File: src/rtl/imem_boot_loader_pkg.sv
// Shared definitions for the instruction-memory boot loader.
// Holds the loader state encoding, the instruction memory geometry shared
// with the memory itself, and the image framing constants.
package imem_boot_loader_pkg;

  // Instruction memory geometry (shared with the instruction memory).
  localparam int IMEM_DEPTH  = 56;
  localparam int IMEM_ADDR_W = 10;

  // Image framing: big-endian word count header, then big-endian words.
  localparam int HDR_BYTES      = 2;
  localparam int BYTES_PER_WORD = 4;

  typedef enum logic [2:0] {
    IDLE,
    HDR0,
    HDR1,
    DATA,
    FLUSH,
    RUN,
    ERR
  } state_t;

endpackage

File: src/rtl/imem_boot_loader_byte_word_packer.sv
// Byte-to-word packer for the boot loader.
// Shifts in bytes most-significant first. packed_word is the word that would
// be formed if byte_in is shifted in this cycle; word_ready flags that this
// shift is the last byte of a word.
// Ports:
//   clock       system clock
//   reset       synchronous active-high reset
//   clear       synchronous clear (new load started)
//   shift_en    accept byte_in this cycle
//   byte_in     incoming byte
//   packed_word assembled word including byte_in
//   word_ready  shift_en on the final byte of a word
module imem_boot_loader_byte_word_packer
  import imem_boot_loader_pkg::*;
(
  input  logic        clock,
  input  logic        reset,
  input  logic        clear,
  input  logic        shift_en,
  input  logic [7:0]  byte_in,
  output logic [31:0] packed_word,
  output logic        word_ready
);

  localparam int CNT_W = $clog2(BYTES_PER_WORD);

  logic [CNT_W-1:0] cnt_reg;
  logic [23:0]      shift_reg;

  assign packed_word = {shift_reg, byte_in};
  assign word_ready  = shift_en && (cnt_reg == CNT_W'(BYTES_PER_WORD - 1));

  // The byte counter wraps naturally after the last byte of a word, and the
  // older bytes in shift_reg are fully displaced before the next word forms.
  always_ff @(posedge clock) begin
    if (reset || clear) begin
      cnt_reg   <= '0;
      shift_reg <= '0;
    end else if (shift_en) begin
      cnt_reg   <= cnt_reg + 1'b1;
      shift_reg <= packed_word[23:0];
    end
  end

endmodule

File: src/rtl/imem_boot_loader.sv
// Instruction-memory boot loader.
// Receives an image over an 8-bit valid/ready byte stream (2-byte big-endian
// word count, then big-endian 32-bit words), writes it into instruction
// memory from address 0, and then hands the memory address port to the CPU
// fetch path. The CPU is held until a complete, valid image is written.
// Ports:
//   clock, reset        clock and synchronous active-high reset
//   start               pulse: begin a new load (from IDLE, RUN or ERR)
//   byte_valid/ready    byte stream handshake, byte_data is the byte
//   pc_adress           CPU fetch address, routed to memory in RUN
//   mem_adress/we/wdata instruction memory address and write port
//   cpu_hold            stalls the CPU while high
//   load_done           high in RUN
//   load_error          high in ERR (bad header or inter-byte timeout)
module imem_boot_loader
  import imem_boot_loader_pkg::*;
#(
  parameter int ADDR_W  = IMEM_ADDR_W,
  parameter int DEPTH   = IMEM_DEPTH,
  parameter int TIMEOUT = 1024
) (
  input  logic              clock,
  input  logic              reset,
  input  logic              start,
  input  logic              byte_valid,
  input  logic [7:0]        byte_data,
  output logic              byte_ready,
  input  logic [ADDR_W-1:0] pc_adress,
  output logic [ADDR_W-1:0] mem_adress,
  output logic              mem_we,
  output logic [31:0]       mem_wdata,
  output logic              cpu_hold,
  output logic              load_done,
  output logic              load_error
);

  localparam int TCNT_W = $clog2(TIMEOUT + 1);
  localparam int HDR_W  = 8 * HDR_BYTES;

  state_t              state_reg, state_next;
  logic                byte_ready_reg, byte_ready_next;
  logic                mem_we_reg, mem_we_next;
  logic [31:0]         mem_wdata_reg, mem_wdata_next;
  logic [ADDR_W-1:0]   mem_adress_reg, mem_adress_next;
  logic                cpu_hold_reg, cpu_hold_next;
  logic                load_done_reg, load_done_next;
  logic                load_error_reg, load_error_next;
  logic [ADDR_W-1:0]   word_idx_reg, word_idx_next;
  logic [ADDR_W-1:0]   last_idx_reg, last_idx_next;
  logic [7:0]          n_hi_reg, n_hi_next;
  logic [TCNT_W-1:0]   tcnt_reg, tcnt_next;

  logic                transfer;
  logic                in_load;
  logic                packer_clear;
  logic                packer_shift;
  logic [31:0]         packed_word;
  logic                word_ready;
  logic [HDR_W-1:0]    hdr_n;

  // byte_ready_reg is only ever high in HDR0/HDR1/DATA, so a transfer can
  // only happen in those states.
  assign transfer     = byte_valid && byte_ready_reg;
  assign in_load      = (state_reg == HDR0) || (state_reg == HDR1) || (state_reg == DATA);
  assign packer_clear = start && ((state_reg == IDLE) || (state_reg == RUN) || (state_reg == ERR));
  assign packer_shift = transfer && (state_reg == DATA);

  imem_boot_loader_byte_word_packer u_packer (
    .clock       (clock),
    .reset       (reset),
    .clear       (packer_clear),
    .shift_en    (packer_shift),
    .byte_in     (byte_data),
    .packed_word (packed_word),
    .word_ready  (word_ready)
  );

  assign byte_ready = byte_ready_reg;
  assign mem_we     = mem_we_reg;
  assign mem_wdata  = mem_wdata_reg;
  assign cpu_hold   = cpu_hold_reg;
  assign load_done  = load_done_reg;
  assign load_error = load_error_reg;
  // Fetch path bypasses the register so the CPU sees same-cycle addressing.
  assign mem_adress = (state_reg == RUN) ? pc_adress : mem_adress_reg;

  always_ff @(posedge clock) begin
    if (reset) begin
      state_reg      <= IDLE;
      byte_ready_reg <= 1'b0;
      mem_we_reg     <= 1'b0;
      mem_wdata_reg  <= '0;
      mem_adress_reg <= '0;
      cpu_hold_reg   <= 1'b1;
      load_done_reg  <= 1'b0;
      load_error_reg <= 1'b0;
      word_idx_reg   <= '0;
      last_idx_reg   <= '0;
      n_hi_reg       <= '0;
      tcnt_reg       <= '0;
    end else begin
      state_reg      <= state_next;
      byte_ready_reg <= byte_ready_next;
      mem_we_reg     <= mem_we_next;
      mem_wdata_reg  <= mem_wdata_next;
      mem_adress_reg <= mem_adress_next;
      cpu_hold_reg   <= cpu_hold_next;
      load_done_reg  <= load_done_next;
      load_error_reg <= load_error_next;
      word_idx_reg   <= word_idx_next;
      last_idx_reg   <= last_idx_next;
      n_hi_reg       <= n_hi_next;
      tcnt_reg       <= tcnt_next;
    end
  end

  always_comb begin
    state_next      = state_reg;
    mem_we_next     = 1'b0;
    mem_wdata_next  = mem_wdata_reg;
    mem_adress_next = mem_adress_reg;
    word_idx_next   = word_idx_reg;
    last_idx_next   = last_idx_reg;
    n_hi_next       = n_hi_reg;
    tcnt_next       = tcnt_reg;
    hdr_n           = {n_hi_reg, byte_data};

    case (state_reg)
      IDLE, RUN, ERR: begin
        if (start) begin
          state_next    = HDR0;
          tcnt_next     = '0;
          word_idx_next = '0;
        end
      end
      HDR0: begin
        if (transfer) begin
          n_hi_next  = byte_data;
          state_next = HDR1;
        end
      end
      HDR1: begin
        if (transfer) begin
          if ((hdr_n == '0) || (hdr_n > HDR_W'(DEPTH))) begin
            state_next = ERR;
          end else begin
            state_next    = DATA;
            // Index of the final word, known to fit since N <= DEPTH.
            last_idx_next = ADDR_W'(hdr_n - HDR_W'(1));
          end
        end
      end
      DATA: begin
        if (word_ready) begin
          mem_we_next     = 1'b1;
          mem_wdata_next  = packed_word;
          mem_adress_next = word_idx_reg;
          word_idx_next   = word_idx_reg + 1'b1;
          if (word_idx_reg == last_idx_reg) begin
            state_next = FLUSH;
          end
        end
      end
      FLUSH: begin
        // The last word's write cycle is happening now.
        state_next = RUN;
      end
      default: begin
        state_next = IDLE;
      end
    endcase

    // Inter-byte watchdog: the cycle that would make the count reach TIMEOUT
    // without a transfer aborts the load instead.
    if (in_load) begin
      if (transfer) begin
        tcnt_next = '0;
      end else if (tcnt_reg == TCNT_W'(TIMEOUT - 1)) begin
        state_next = ERR;
      end else begin
        tcnt_next = tcnt_reg + 1'b1;
      end
    end

    byte_ready_next = (state_next == HDR0) || (state_next == HDR1) || (state_next == DATA);
    cpu_hold_next   = (state_next != RUN);
    load_done_next  = (state_next == RUN);
    load_error_next = (state_next == ERR);
  end

endmodule
File: config.mk
export PLATFORM = sky130hd
export DESIGN_NAME = imem_boot_loader
export DESIGN_NICKNAME = d
export VERILOG_FILES = /design/src/rtl/imem_boot_loader_pkg.sv /design/src/rtl/imem_boot_loader_byte_word_packer.sv /design/src/rtl/imem_boot_loader.sv
export SDC_FILE = /design/constraint.sdc
export NUM_CORES = 1
export LEC_CHECK = 0
export ABC_AREA = 1
export CAP_MARGIN = 25
export CORE_MARGIN = 2
export CORE_UTILIZATION = 45
export CTS_BUF_LIST = sky130_fd_sc_hd__clkbuf_8
export CTS_CLUSTER_DIAMETER = 50
export DETAILED_ROUTE_END_ITERATION = 10
export GPL_ROUTABILITY_DRIVEN = 0
export PLACE_DENSITY_LB_ADDON = 0.3
export SLEW_MARGIN = 5
export SYNTH_ARGS = -nofsm -noshare
export SYNTH_HDL_FRONTEND = slang
export SYNTH_SLANG_ARGS = --single-unit
File: constraint.sdc
create_clock -name clock -period 1.48 [get_ports clock]
set_input_delay 0.37 -clock clock [delete_from_list [all_inputs] [get_ports clock]]
set_output_delay 0.37 -clock clock [all_outputs]
set_load 0.03 [all_outputs]
* Word-level counts from Yosys, hierarchy flattened *
Index checks and enable logic that the tools add are counted.

word-level totals
  register bits = 115
  input bits = 22
  output and inout port bits = 47

cells by class
  order comparisons = 1
  mux-type cells = 20
  bitwise gates (word level) = 2
  add/subtract/negate cells = 4
  reductions and logical operators = 21
  eq/ne operators = 17

operator list
  operator               number
  $mux 11                5
  $mux 10                3
  $mux 3                 9
  $pmux 10 s2            1
  $gt 16x6->1 const B    1
  $logic_not 16->1       1
  $eq 3x3->1 const B     5
  $pmux 3 s5             1
  $eq 3x2->1 const B     4
  $add 11x1->11 const B  1
  $eq 11x10->1 const B   1
  $add 10x1->10 const B  1
  $eq 10x10->1           1
  $sub 10x1->10 const B  1
  $logic_or 1x1->1       8
  $eq 3x1->1 const B     2
  $reduce_and 3->1       2
  $logic_and 1x1->1      4
  $reduce_and 2->1       2
  $logic_not 3->1        1
  $ne 3x3->1 const B     1
  $reduce_or 3->1        1
  $add 2x1->2 const B    1
  $eq 2x2->1 const B     1
  other kinds (6)        7

* Longest topological paths before layout *
  depth in word-level cells = 11
  depth in mapped cells = 13

* Modules after synthesis *
Synthesis repeated with hierarchy kept, for this count alone.

second synthesis, totals
  cells, all modules = 741
  area total of the unflattened synthesis = 5377.7 sq um

modules (own cells, without submodules)
  module                             cells an instance  area each (sq um)  times used  seq. area each (sq um)
  imem_boot_loader                   566                4215.3             1           1781.7
  imem_boot_loader_byte_word_packer  175                1162.4             1           520.5

* Least setup slack after synthesis *
Ideal clock, no wire load.

  path type = reg-to-output
  start = register state_reg[2]
  end = output mem_adress[0]
  slack = -0.244 ns
  data arrival time = 1.354 ns
  required time = 1.110 ns
  stages on the path, launching flop included = 6
  cell sequence = dfxtp_1 buf_2 nand3_1 clkbuf_1 nor2_1 a21oi_1

on the way
  word-level cells in the longest chain between the ends = 2

RTL lines
  item                      line                     RTL
  start: declaration        imem_boot_loader.sv:40   state_t state_reg, state_next;
  start signal: assignment  imem_boot_loader.sv:102  state_reg <= state_next;
  $eq 3x3->1                imem_boot_loader.sv:85   assign mem_adress = (state_reg == RUN) ? pc_adress : mem_adress_reg;
  $mux 10                   imem_boot_loader.sv:85
  end: declaration          imem_boot_loader.sv:29   output logic [ADDR_W-1:0] mem_adress,

Every way passes these cells.

* Final worst setup path *
  start = register state_reg[1]
  end = output mem_adress[6]

Same word-level chain as after synthesis.

==> flow_summary.toml <==
[timing]
relSlewSlack_pct = 77.2
grt_setup_unrepaired = "yes"
timing.final.setup_violations = 86
layout_setup_ws_ns = -0.364
slew_viol_final = 0
final_hold_viol_count = 0
min_period_ns = 1.84
finClkSkew_ns = 0.0108
timing.setup.tns_ns = -9.48
maxClockFrequency_ghz = 0.542
share_of_the_clock_period_used_by_the_worst_path_pct = 125
hold-worst-slack_ns = 0.251
tightest_slew_ns = 0.340

[pwr]
share_comb_of_total_power_pct = 12.6
worst_ir_drop_vdd_mv = 0.627
power.leakage_nw = 3.18
seqPwrFrac_pct = 42.8
p_switching_mw = 1.89
power.density_nw_per_um2 = 952
pwr-share-clk_pct = 44.7
power_switching_share_pct = 25.5
intPower_mw = 5.52

[drt]
route.detailed.drc = 0
route.detailed.vias_per_inst = 5.60
wl_per_cell_um = 17.4
drt_pre_antenna_iters = 5
drt_first_iter_violations = 434
antenna_viol_nets_final = 0
drt_wl_total_um = 16900
dr_total_vias = 5432

[logic_synthesis]
synth_sequential_area_ratio_pct = 47.2
ys_warn_count = 0
synth_cells = 658
post-synth-top-count-cell = "sky130_fd_sc_hd__nand2_1"
synth.ff_latch_count = 115
synth_top_area_share_pct = 47.2
synthArstFlopShare_pct = 0
synth_largest_area_cell = "sky130_fd_sc_hd__dfxtp_1"
yosys_most_used_dff = "sky130_fd_sc_hd__dfxtp_1"
syn-cell-area_um2 = 4880
syn-mean-instance-area_um2 = 7.42
synth.area.top_cells = "sky130_fd_sc_hd__dfxtp_1 (47%), sky130_fd_sc_hd__nand2_1 (11%), sky130_fd_sc_hd__a21oi_1 (8.6%)"
ys_types = 37
synth_edf_count = 0
post_synth_most_frequent_cells = "sky130_fd_sc_hd__nand2_1 (140), sky130_fd_sc_hd__dfxtp_1 (115), sky130_fd_sc_hd__a21oi_1 (84)"
syn-num-nets = 685

[global_routing]
global_route_total_overflow = 0
grtUsageTotal_pct = 23.7
pin_count_of_the_biggest_net_entering_global_routing = 42
global_route_wire_length_before_repair_um = 21900
antenna_found_initial = 0
grt_pass1_vias = 4813

[clocking]
clk_root_buffer_cell = "sky130_fd_sc_hd__clkbuf_8"
cts_buffer_depth = 2
cts_tree = "yes"
numClockSinks = 115
clock_insertion_delay_worst_skew_ns = 0.45
path_clk_slew_ns = 0.07
tritoncts.num_buffers = 17
h-tree-depth = 4

[setup_path]
critical_path.startpoint_type = "flip-flop"
worst_ep_required_time_ns = 1.11
critical_path.max_fanout = 10
worstPathArrival_ns = 1.47
crit_path_end_kind = "output port"
kind_of_critical_path = "reg2out"

[floorplanning]
fp.dieW_um = 108
core_outline_area_um2 = 10700
pin_count = 69
placementRows = 38
die_area_um2 = 11700
die_h_um = 108
start_util_pct = 45.6

[hold_path]
worstHoldPathType = "in2reg"

[layout]
antenna_diode_count = 0
multiInputGateArea_um2 = 2930
area.growth.synth_to_final_pct = 59.3
fin_cells = 970
max_ffs_per_register = 32
final_nets = 845
fraction_of_layout_cells_with_a_size_suffix_above_1_pct = 39.4
nFillCells = 745
seqCellArea_um2 = 2320

[flow_run]
drv_cap = 0

[status]
failing_checks = "setup timing"
outcome = "finished, violations left"

[place]
port_buffers = 68
placed_cells = 904
placement.setup.worst_slack_ns = -0.653
hpwlAfterDp_um = 9120
==> area by class of cell <==
cell class / instances / area share, %
flip-flops and latches: 115 / 29.9
clock inverters: 10 / 1.99
repair buffers: 169 / 21.3
clock buffers: 21 / 3.72
repair inverters: 1 / 0.0965
multi-input cells: 456 / 37.6
inverters: 58 / 3.15
well taps: 140 / 2.25
==> metrics by stage <==
stage / util (%) / power, mW / instance area [um2]
detailed placement: 58.5 / 3.81 / 6260
global placement: 58.5 / 3.80 / 6260
finish: 72.7 / 7.41 / 7780
CTS: 65.8 / 7.13 / 7040
global route: 72.7 / 7.62 / 7780
floorplan: - / 3.52 / 4990
==> cells in the final DEF, fill, tap and decap left out, types with 4 or more instances in the layout <==
master                              n
sky130_fd_sc_hd__nand2_1          128
sky130_fd_sc_hd__buf_2             22
sky130_fd_sc_hd__nand3_2            8
sky130_fd_sc_hd__dlymetal6s2s_1     6
sky130_fd_sc_hd__buf_12             9
sky130_fd_sc_hd__nor2_1            27
sky130_fd_sc_hd__clkbuf_16          4
sky130_fd_sc_hd__clkinv_2           4
sky130_fd_sc_hd__xor2_1             5
sky130_fd_sc_hd__nand3_1           59
sky130_fd_sc_hd__clkbuf_8          21
sky130_fd_sc_hd__o21ai_1           20
sky130_fd_sc_hd__nand3_4            9
sky130_fd_sc_hd__nand2_4            7
sky130_fd_sc_hd__dfxtp_1          103
sky130_fd_sc_hd__nand2_8            4
sky130_fd_sc_hd__nor2_4            17
sky130_fd_sc_hd__nor3_2             5
sky130_fd_sc_hd__buf_6             31
sky130_fd_sc_hd__dfxtp_2            9
sky130_fd_sc_hd__a21oi_2           19
sky130_fd_sc_hd__xnor2_1            8
sky130_fd_sc_hd__a21oi_1           59
sky130_fd_sc_hd__clkdlybuf4s50_1   13
sky130_fd_sc_hd__clkdlybuf4s15_2   14
sky130_fd_sc_hd__nor2_2            11
sky130_fd_sc_hd__o21ai_2           11
sky130_fd_sc_hd__ha_1               4
sky130_fd_sc_hd__nand2_2            8
sky130_fd_sc_hd__bufinv_16          4
sky130_fd_sc_hd__a21oi_4            6
sky130_fd_sc_hd__buf_4             65
sky130_fd_sc_hd__nand4_1            9
sky130_fd_sc_hd__inv_4              7
sky130_fd_sc_hd__o21ai_0           10
sky130_fd_sc_hd__inv_1             39
sky130_fd_sc_hd__inv_2             10
==> logic make-up (layout without fill, tap and decap cells) <==
kind of cell             Yosys count  after routing  synth area share, %
AO/OA/AOI/OAI                    140            140                 15.0
XOR/XNOR                          13             13                 2.33
adder cells (fa/ha/maj)            5              5                 1.28
buffers and inverters             88            259                 7.30
flip-flops                       115            115                 47.2
AND/OR/NAND/NOR                  297            298                 26.9
==> path summary, 6_finish.rpt <==
check / from / slack [ns] / endpoint / cells after the start
max reg2reg: state_reg[1] / -0.20 / load_error / 11
max: state_reg[1] / -0.36 / mem_adress[6] / 5
min: byte_data[0] / 0.25 / u_packer.shift_reg[0] / 3
min reg2reg: u_packer.shift_reg[16] / 0.46 / mem_wdata[24] / 2
==> power groups by stage <==
stage                     combinational, mW  clock, mW  sequential, mW
after floorplan                       0.290          0            3.23
final                                 0.930       3.31            3.17
after global routing                  0.975       3.47            3.17
after global placement                0.570          0            3.23
after CTS                             0.662       3.30            3.16
after detailed placement              0.584          0            3.23
==> critical path: stages, from the launching register on <==
cell                      delay (ns)
sky130_fd_sc_hd__dfxtp_4        0.36
sky130_fd_sc_hd__inv_4          0.07
sky130_fd_sc_hd__nand3_4        0.10
sky130_fd_sc_hd__buf_16         0.18
sky130_fd_sc_hd__a21oi_2        0.16
sky130_fd_sc_hd__buf_6          0.14
==> per-layer routing <==
layer	track usage (%)	wire length, um
met1	27.6	6370
met2	41.0	8670
met3	4.94	1040
met4	11.9	827
met5	0	0
==> timing repair <==
item | CTS | global route
setup endpoints to repair | 118 | 141
gates cloned | 2 | 8
buffers inserted | 6 | 21
pin swaps | 16 | 33
resized for setup | 175 | 208
hold buffers | 0 | 0
No activity file was read; power rests on OpenSTA's default activity.
